`src/rtl/mips_pkg.sv`:
```
// Shared MIPS pipeline types and constants used by the MEM-stage data-memory controller.
package mips_pkg;
  localparam int DATA_W       = 32;
  localparam int DMEM_TIMEOUT = 16;

  typedef enum logic [1:0] {IDLE, ACCESS, DONE} dmem_state_e;
endpackage

```
`src/rtl/dmem_access_ctrl_if.sv`:
```
// Data-memory bus between the MEM-stage controller (master) and a variable-latency memory (slave).
interface dmem_if #(parameter int W = 32);
  logic         mem_req_out;
  logic         mem_we_out;
  logic [W-1:0] mem_addr_out;
  logic [W-1:0] mem_wdata_out;
  logic         mem_ack_in;
  logic [W-1:0] mem_rdata_in;

  modport master (output mem_req_out, mem_we_out, mem_addr_out, mem_wdata_out,
                  input  mem_ack_in, mem_rdata_in);
  modport slave  (input  mem_req_out, mem_we_out, mem_addr_out, mem_wdata_out,
                  output mem_ack_in, mem_rdata_in);
endinterface

```
`src/rtl/dmem_access_ctrl_cnt.sv`:
```
// Access-timeout counter: clears on a new access, counts waiting cycles, flags the last allowed one.
module dmem_timeout_cnt #(
  parameter int CW      = 5,
  parameter int TIMEOUT = 16
) (
  input  logic clk,
  input  logic reset_in,
  input  logic clr,
  input  logic en,
  output logic term
);
  logic [CW-1:0] cnt_q;

  always_ff @(posedge clk) begin
    if (reset_in || clr) cnt_q <= '0;
    else if (en)         cnt_q <= cnt_q + 1'b1;
  end

  assign term = (cnt_q == CW'(TIMEOUT - 1));
endmodule

```
`src/rtl/dmem_access_ctrl.sv`:
```
// MEM-stage data-memory sequencer: stalls the pipeline while a load/store runs over req/ack,
// delivers load data to MEM/WB and records misaligned, illegal or timed-out accesses.
module dmem_access_ctrl
  import mips_pkg::*;
#(
  parameter int n       = DATA_W,
  parameter int TIMEOUT = DMEM_TIMEOUT,
  parameter int CW      = 5
) (
  input  logic         clk,
  input  logic         reset_in,
  input  logic         MemRead_in,
  input  logic         MemWrite_in,
  input  logic [n-1:0] ALU_Result_in,
  input  logic [n-1:0] RT_data_in,
  dmem_if.master       mem,
  output logic         stall_out,
  output logic [n-1:0] Read_Data_out,
  output logic         Read_Data_valid_out,
  output logic         mem_error_out
);
  dmem_state_e state_q, state_d;
  logic op, bad, start, ack_done, tmo, bad_hit, term, cnt_en;

  assign op  = MemRead_in | MemWrite_in;
  assign bad = (MemRead_in & MemWrite_in) | (ALU_Result_in[1:0] != 2'b00);

  always_ff @(posedge clk) begin
    if (reset_in) state_q <= IDLE;
    else          state_q <= state_d;
  end

  // Ack wins over timeout when both land on the last allowed cycle.
  always_comb begin
    state_d   = state_q;
    stall_out = 1'b0;
    start     = 1'b0;
    ack_done  = 1'b0;
    tmo       = 1'b0;
    bad_hit   = 1'b0;
    case (state_q)
      IDLE: if (op) begin
        stall_out = 1'b1;
        if (bad) begin
          bad_hit = 1'b1;
          state_d = DONE;
        end else begin
          start   = 1'b1;
          state_d = ACCESS;
        end
      end
      ACCESS: begin
        stall_out = 1'b1;
        if (mem.mem_ack_in) begin
          ack_done = 1'b1;
          state_d  = DONE;
        end else if (term) begin
          tmo     = 1'b1;
          state_d = DONE;
        end
      end
      DONE:    state_d = IDLE;
      default: state_d = IDLE;
    endcase
  end

  assign cnt_en = (state_q == ACCESS) & ~mem.mem_ack_in;

  dmem_timeout_cnt #(.CW(CW), .TIMEOUT(TIMEOUT)) u_cnt (
    .clk      (clk),
    .reset_in (reset_in),
    .clr      (start),
    .en       (cnt_en),
    .term     (term)
  );

  // Address, data and direction are latched once so they stay stable for the whole access.
  always_ff @(posedge clk) begin
    if (reset_in) begin
      mem.mem_req_out     <= 1'b0;
      mem.mem_we_out      <= 1'b0;
      mem.mem_addr_out    <= '0;
      mem.mem_wdata_out   <= '0;
      Read_Data_out       <= '0;
      Read_Data_valid_out <= 1'b0;
      mem_error_out       <= 1'b0;
    end else begin
      Read_Data_valid_out <= ack_done & ~mem.mem_we_out;
      if (start) begin
        mem.mem_req_out   <= 1'b1;
        mem.mem_we_out    <= MemWrite_in;
        mem.mem_addr_out  <= ALU_Result_in;
        mem.mem_wdata_out <= RT_data_in;
      end
      if (ack_done || tmo) mem.mem_req_out <= 1'b0;
      if (ack_done) Read_Data_out <= mem.mem_we_out ? '0 : mem.mem_rdata_in;
      if (tmo || bad_hit) begin
        Read_Data_out <= '0;
        mem_error_out <= 1'b1;
      end
    end
  end
endmodule

```
`src/flat_wrapper.sv`:
```
// flat-port wrapper written by rule: the top's interface ports become plain ports
module dmem_access_ctrl_flat import mips_pkg::*;
#(
  parameter int n       = DATA_W,
  parameter int TIMEOUT = DMEM_TIMEOUT,
  parameter int CW      = 5
)
  (clk, reset_in, MemRead_in, MemWrite_in, ALU_Result_in, RT_data_in, stall_out, Read_Data_out, Read_Data_valid_out, mem_error_out, mem_mem_req_out, mem_mem_we_out, mem_mem_addr_out, mem_mem_wdata_out, mem_mem_ack_in, mem_mem_rdata_in);
  dmem_if #(.W(32)) mem_i ();
  input  logic clk;
  input  logic reset_in;
  input  logic MemRead_in;
  input  logic MemWrite_in;
  input  logic [n-1:0] ALU_Result_in;
  input  logic [n-1:0] RT_data_in;
  output logic stall_out;
  output logic [n-1:0] Read_Data_out;
  output logic Read_Data_valid_out;
  output logic mem_error_out;
  output wire logic [$bits(mem_i.mem_req_out)-1:0] mem_mem_req_out;
  output wire logic [$bits(mem_i.mem_we_out)-1:0] mem_mem_we_out;
  output wire logic [$bits(mem_i.mem_addr_out)-1:0] mem_mem_addr_out;
  output wire logic [$bits(mem_i.mem_wdata_out)-1:0] mem_mem_wdata_out;
  input wire logic [$bits(mem_i.mem_ack_in)-1:0] mem_mem_ack_in;
  input wire logic [$bits(mem_i.mem_rdata_in)-1:0] mem_mem_rdata_in;
  assign mem_mem_req_out = mem_i.mem_req_out;
  assign mem_mem_we_out = mem_i.mem_we_out;
  assign mem_mem_addr_out = mem_i.mem_addr_out;
  assign mem_mem_wdata_out = mem_i.mem_wdata_out;
  assign mem_i.mem_ack_in = mem_mem_ack_in;
  assign mem_i.mem_rdata_in = mem_mem_rdata_in;
  dmem_access_ctrl #(.n(n), .TIMEOUT(TIMEOUT), .CW(CW)) u_core (.clk(clk), .reset_in(reset_in), .MemRead_in(MemRead_in), .MemWrite_in(MemWrite_in), .ALU_Result_in(ALU_Result_in), .RT_data_in(RT_data_in), .mem(mem_i), .stall_out(stall_out), .Read_Data_out(Read_Data_out), .Read_Data_valid_out(Read_Data_valid_out), .mem_error_out(mem_error_out));
endmodule
```
`config.mk`:
```
export PLATFORM = sky130hd
export DESIGN_NAME = dmem_access_ctrl_flat
export DESIGN_NICKNAME = d
export VERILOG_FILES = /design/src/rtl/mips_pkg.sv /design/src/rtl/dmem_access_ctrl_if.sv /design/src/rtl/dmem_access_ctrl_cnt.sv /design/src/rtl/dmem_access_ctrl.sv /design/src/flat_wrapper.sv
export SDC_FILE = /design/constraint.sdc
export NUM_CORES = 1
export LEC_CHECK = 0
export CAP_MARGIN = 0
export CORE_ASPECT_RATIO = 1.2
export CORE_UTILIZATION = 26
export CTS_CLUSTER_DIAMETER = 50
export DETAILED_ROUTE_END_ITERATION = 10
export HOLD_SLACK_MARGIN = 0.05
export PLACE_DENSITY_LB_ADDON = 0.05
export SLEW_MARGIN = 20
export SYNTH_ARGS = -nofsm -noshare
export SYNTH_HDL_FRONTEND = slang
export SYNTH_SLANG_ARGS = --single-unit
```
`constraint.sdc`:
```
create_clock -name clk -period 2 [get_ports clk]
set_input_delay 0.4 -clock clk [delete_from_list [all_inputs] [get_ports clk]]
set_output_delay 0.4 -clock clk [all_outputs]
set_load 0.01 [all_outputs]
```
# After elaboration in Yosys (flattened, before gate mapping)
# Index checks and enable logic that the tools add are counted.
# op_classes
n_addsub,1
mul,0
n_div,0
n_lt_le_gt_ge,0
n_eq_ne,4
n_shift,0
n_mux,19
n_bitwise,7
reduce_logical,8
# op_table
operator,n
$mux 32,1
$mux 1,12
$mux 2,4
$add 5x1->5 const B,1
$eq 5x4->1 const B,1
$pmux 2 s2,1
$reduce_or 2->1,2
$and 1x1->1,3
$logic_or 1x1->1,3
$ne 3x2->1 const B,1
$eq 2x1->1 const B,1
$logic_not 2->1,1
$ne 2x1->1 const B,1
$not 1->1,2
$or 1x1->1,2
$pmux 1 s2,1
$reduce_and 2->1,1
$reduce_bool 2->1,1
# totals
ff_bits,107
latch_bits,0
mem_bits_rw,0
mem_bits_ro,0
input_bits,101
out_inout_bits,101
word_cells,48
mem_count,0

# Depth between registers and ports, before layout
# Gate-level depths: netlist of the first run.
# depth
depth_word,7
depth_mapped,6
depth_no_buf,5

# Modules after synthesis
# Synthesis of the first run repeated with hierarchy kept, for this count alone.
# hier_totals
hier_cells,491
area_unflattened_um2,4317.9
# by_module_without_submodules
mod,n_inst,cells_per_inst,area_each_um2
dmem_access_ctrl,1,467,4060.1
dmem_timeout_cnt,1,24,257.7

# Worst setup path after synthesis of the first run
# Ideal clock, no wire load.
# synth_timing
kind,reg-to-reg
start,register u_core.state_q[1]
end,register u_core.mem.mem_we_out
setup_time_ns,0.131
arrival_time_ns,1.440
t_required_ns,1.869
setup_slack_ns,0.429
stages_incl_launch_ff,7
n_path_buf,3
cell_sequence,dfxtp_1 -> buf_6 -> or4_4 -> buf_6 -> buf_8 -> o31ai_4 -> a21oi_2
# synth_between
elab_chain_len,2
# synth_lines
element,line,rtl
start: declaration,dmem_access_ctrl.sv:22,"dmem_state_e state_q, state_d;"
start signal: assignment,dmem_access_ctrl.sv:30,else state_q <= state_d;
$logic_not 2->1,dmem_access_ctrl.sv:41,case (state_q)
$mux 1,dmem_access_ctrl.sv:41,
end signal: assignment,dmem_access_ctrl.sv:91,mem.mem_we_out <= MemWrite_in;
end: declaration,dmem_access_ctrl_if.sv:10,"modport master (output mem_req_out, mem_we_out, mem_addr_out, mem_wdata_out,"
# No other way between the ends.
# A chain may end at the register's enable or synchronous reset.

# Worst setup path in the final report of the first run
# layout_timing
start,input port MemWrite_in
end,output port stall_out
# layout_between
elab_chain_len,3
# layout_lines
element,line,rtl
start: declaration,flat_wrapper.sv:13,input logic MemWrite_in;
$or 1x1->1,dmem_access_ctrl.sv:25,assign op = MemRead_in | MemWrite_in;
$mux 1,dmem_access_ctrl.sv:42,IDLE: if (op) begin
$pmux 1 s2,dmem_access_ctrl.sv:41,
end: declaration,flat_wrapper.sv:16,output logic stall_out;
# No other way between the ends.

==> impl_metrics.py, run 1 <==
metrics = {
    "sta": {
        "layout_min_cycle_time_ns": 1.84,
        "setup_viol_count_final": 0,
        "setup_tns_ns": 0,
        "min_period_over_period_pct": 92.1,
        "hold_slack_ns": 0.432,
        "fmax_mhz": 543,
        "hold_viol": 0,
        "slew_headroom_pct": 71.2,
        "rsz0062_at_grt": "false",
        "final-max-slew-violation-count": 0,
        "skew_ns": 0.00586,
        "worstMarginPinSlew_ns": 0.432,
    },
    "synthesis": {
        "synth.area.top_cells": "dfxtp_1, a21oi_1, nand3_1",
        "yosys.cell_count.top_type": "dfxtp_1",
        "synth-edff-count": 0,
        "syn-num-nets": 599,
        "synth.ff_latch_count": 107,
        "ys_seq_area_share_pct": 49.4,
        "syn_inst": 496,
        "ys_warn_count": 0,
        "synth-async-reset-ratio_pct": 0,
        "syn_area_um2": 4340,
        "synthTopCellsByCount": "dfxtp_1, a21oi_1, nand3_1, o21ai_1, nand2_1",
        "syn_area_per_cell_um2": 8.75,
        "synthFlopType": "dfxtp_1",
        "netlist.top_cell.by_area": "dfxtp_1",
        "synth_top_area_share_pct": 49.4,
        "yosysUniqueCellTypes": 34,
    },
    "clocking": {
        "cts_tree": "done",
        "cts_root_buf": "clkbuf_16",
        "clock_latency_ns": 0.35,
        "cts_buffers": 9,
        "clock_sinks": 107,
        "htree_levels": 3,
        "cts-resized-gates": 1,
        "hold_buffers": 0,
        "cts_buffer_depth": 2,
        "clk_pin_slew_ns": 0.07,
        "postCtsSetupRepairBufs": 0,
    },
    "routing": {
        "remaining_drc_errors": 0,
        "drtPass1Iterations": 4,
        "drtIter0Drc": 285,
        "wl_um": 14000,
        "wl_per_cell_um": 15.7,
        "vias_per_cell": 4.80,
        "ant_nets": 0,
        "vias": 4295,
    },
    "critical_path": {
        "path_cells": "clkdlybuf4s50_1, nor3_1, nor2_1, dlygate4sd2_1",
        "worst_setup_path_end_kind": "output port",
        "timing_worst_setup_path_type": "input pin to output port",
        "slowest_delay_ns": 0.43,
        "cp.required_ns": 1.60,
        "cp_max_fo": 2,
        "start_kind": "input pin",
        "cp.arrival_ns": 1.44,
        "crit_slowest_cell": "clkdlybuf4s50_1",
    },
    "power_and_ir_drop": {
        "swShare_pct": 26.1,
        "p_leak_nw": 2.24,
        "power.internal_w": 0.00344,
        "peakVddDrop_mv": 0.307,
        "p_comb_share_pct": 16.9,
        "power_density_nw_per_um2": 670,
        "p_sw_w": 0.00122,
        "clock_power_share_pct": 35.4,
        "seqPwrFrac_pct": 47.6,
    },
    "run_status": {
        "status": "complete, no violations",
    },
    "global_routing": {
        "grt_pass1_wl_um": 21900,
        "antenna_found_initial": 0,
        "grt_use_total_pct": 16.3,
        "grt_pass1_vias": 4210,
        "grt_overflow_total": 0,
        "grt_max_degree": 47,
    },
    "final_layout": {
        "seq_area_um2": 2140,
        "nets": 781,
        "drive_above_1_share_pct": 7.61,
        "fillers": 1632,
        "multi_input_area_um2": 1920,
        "final_area_um2": 6950,
        "area_growth_pct": 60.2,
        "antenna_cells": 0,
    },
    "place": {
        "gp_congestion": 0.715,
        "dpl_cell_area_um2": 6690,
        "numPortBuffers": 201,
        "dp_hpwl_um": 9260,
    },
    "run": {
        "cap_violations": 0,
    },
    "floorplan": {
        "ios": 202,
        "chipHeight_um": 143,
        "core_area_um2": 16300,
        "chipWidth_um": 120,
        "rows": 51,
        "start_util_pct": 26.7,
        "die_area_um2": 17200,
    },
    "min_path": {
        "hold_path.class": "flip-flop to flip-flop",
    },
}
[cell families (layout without fill, tap and decap cells)]
| family | after synthesis | count (layout) | share of synthesized area [%] |
|---|---|---|---|
| AOI/OAI and AO/OA | 172 | 172 | 22.7 |
| and+or+nand+nor | 152 | 152 | 19.4 |
| DFF | 107 | 107 | 49.4 |
| buffers and inverters | 59 | 246 | 7.10 |
| xor gates and xnor gates | 4 | 4 | 0.808 |
| adders and majority gates | 2 | 2 | 0.577 |
[stage by stage]
step	power [W]	utilization, %	setup slack (ns)	instances
floorplan	0.00259	-	0.429	496
global placement	0.00306	41.1	-0.0863	879
detailed placement	0.00306	41.1	-0.0935	879
CTS	0.00475	42.7	0.141	895
global route	0.00489	42.7	0.103	895
finish	0.00466	42.7	0.158	895
[path summary, 6_finish.rpt]
path | from | endpoint | slack [ns] | depth (start not counted)
hold reg to reg | u_core.mem.mem_addr_out[1] | u_core.mem.mem_addr_out[1] | 0.43 | 2
setup / recovery | MemWrite_in | stall_out | 0.16 | 4
hold / removal | u_core.mem.mem_addr_out[1] | u_core.mem.mem_addr_out[1] | 0.43 | 2
setup reg to reg | u_core.state_q[1] | u_core.mem.mem_wdata_out[6] | 0.34 | 4
[critical path: cells and delay by family]
| kind | cells | cell delay (ns) |
|---|---|---|
| and+or+nand+nor | 2 | 0.28 |
| buffers and inverters | 2 | 0.76 |
[sequential cells by signal, summed over array words and instances, names as in the netlist]
register,cells
u_core.u_cnt.cnt_q,5
u_core.Read_Data_valid_out,1
u_core.mem.mem_we_out,1
u_core.mem.mem_req_out,1
u_core.mem.mem_wdata_out,32
u_core.mem.mem_addr_out,32
u_core.Read_Data_out,32
u_core.state_q,2
u_core.mem_error_out,1
[placed cells by master (no fill, tap or decap), types with 2 or more instances in the layout]
cell type	count
clkdlybuf4s50_1	199
dfxtp_1	107
a21oi_1	67
nand3_1	64
o21ai_1	40
nand2_1	36
nand3b_1	33
a211oi_1	33
o21ai_0	24
buf_4	13
buf_12	12
clkbuf_16	9
nor2_1	6
inv_1	4
nor3_1	3
a21o_1	3
clkinv_2	3
and3_1	2
xnor2_1	2
ha_1	2
clkbuf_1	2
clkinvlp_4	2
[power by group through the flow]
stage	Clock [W]	Sequential (W)	Combinational [W]
5_1_grt	0.00182	0.00223	0.000846
2_1_floorplan	0	0.00229	0.000308
4_1_cts	0.00173	0.00222	0.000797
3_3_place_gp	0	0.00227	0.000793
6_report	0.00165	0.00222	0.000789
3_5_place_dp	0	0.00227	0.000795
[area by class of cell]
class	count	share of cell area [%]
inverter	4	0.216
timing repair buffer	226	33.7
clock buffer	11	3.35
clock inverter	5	0.432
sequential	107	30.8
tap	212	3.82
multi-input combinational	330	27.7
[layer usage]
metal,GRT usage [%],vias up,share of wire [%]
met5,0,-,0
met4,7.04,0,1.6
met3,5.16,14,7.6
met2,26.2,135,47
met1,19.9,2008,44
li1,-,2138,-
Note: power is estimated with default switching activity, not from simulation.
==> run 2: changes to the inputs <==
--- a/config.mk
+++ b/config.mk
@@ -12,6 +12,7 @@
 export DETAILED_ROUTE_END_ITERATION = 10
 export HOLD_SLACK_MARGIN = 0.05
 export PLACE_DENSITY_LB_ADDON = 0.05
+export SKIP_LAST_GASP = 1
 export SLEW_MARGIN = 20
 export SYNTH_ARGS = -nofsm -noshare
 export SYNTH_HDL_FRONTEND = slang
==> results of run 2 <==
No change in the layout: final DEF, timing and power equal those of run 1.
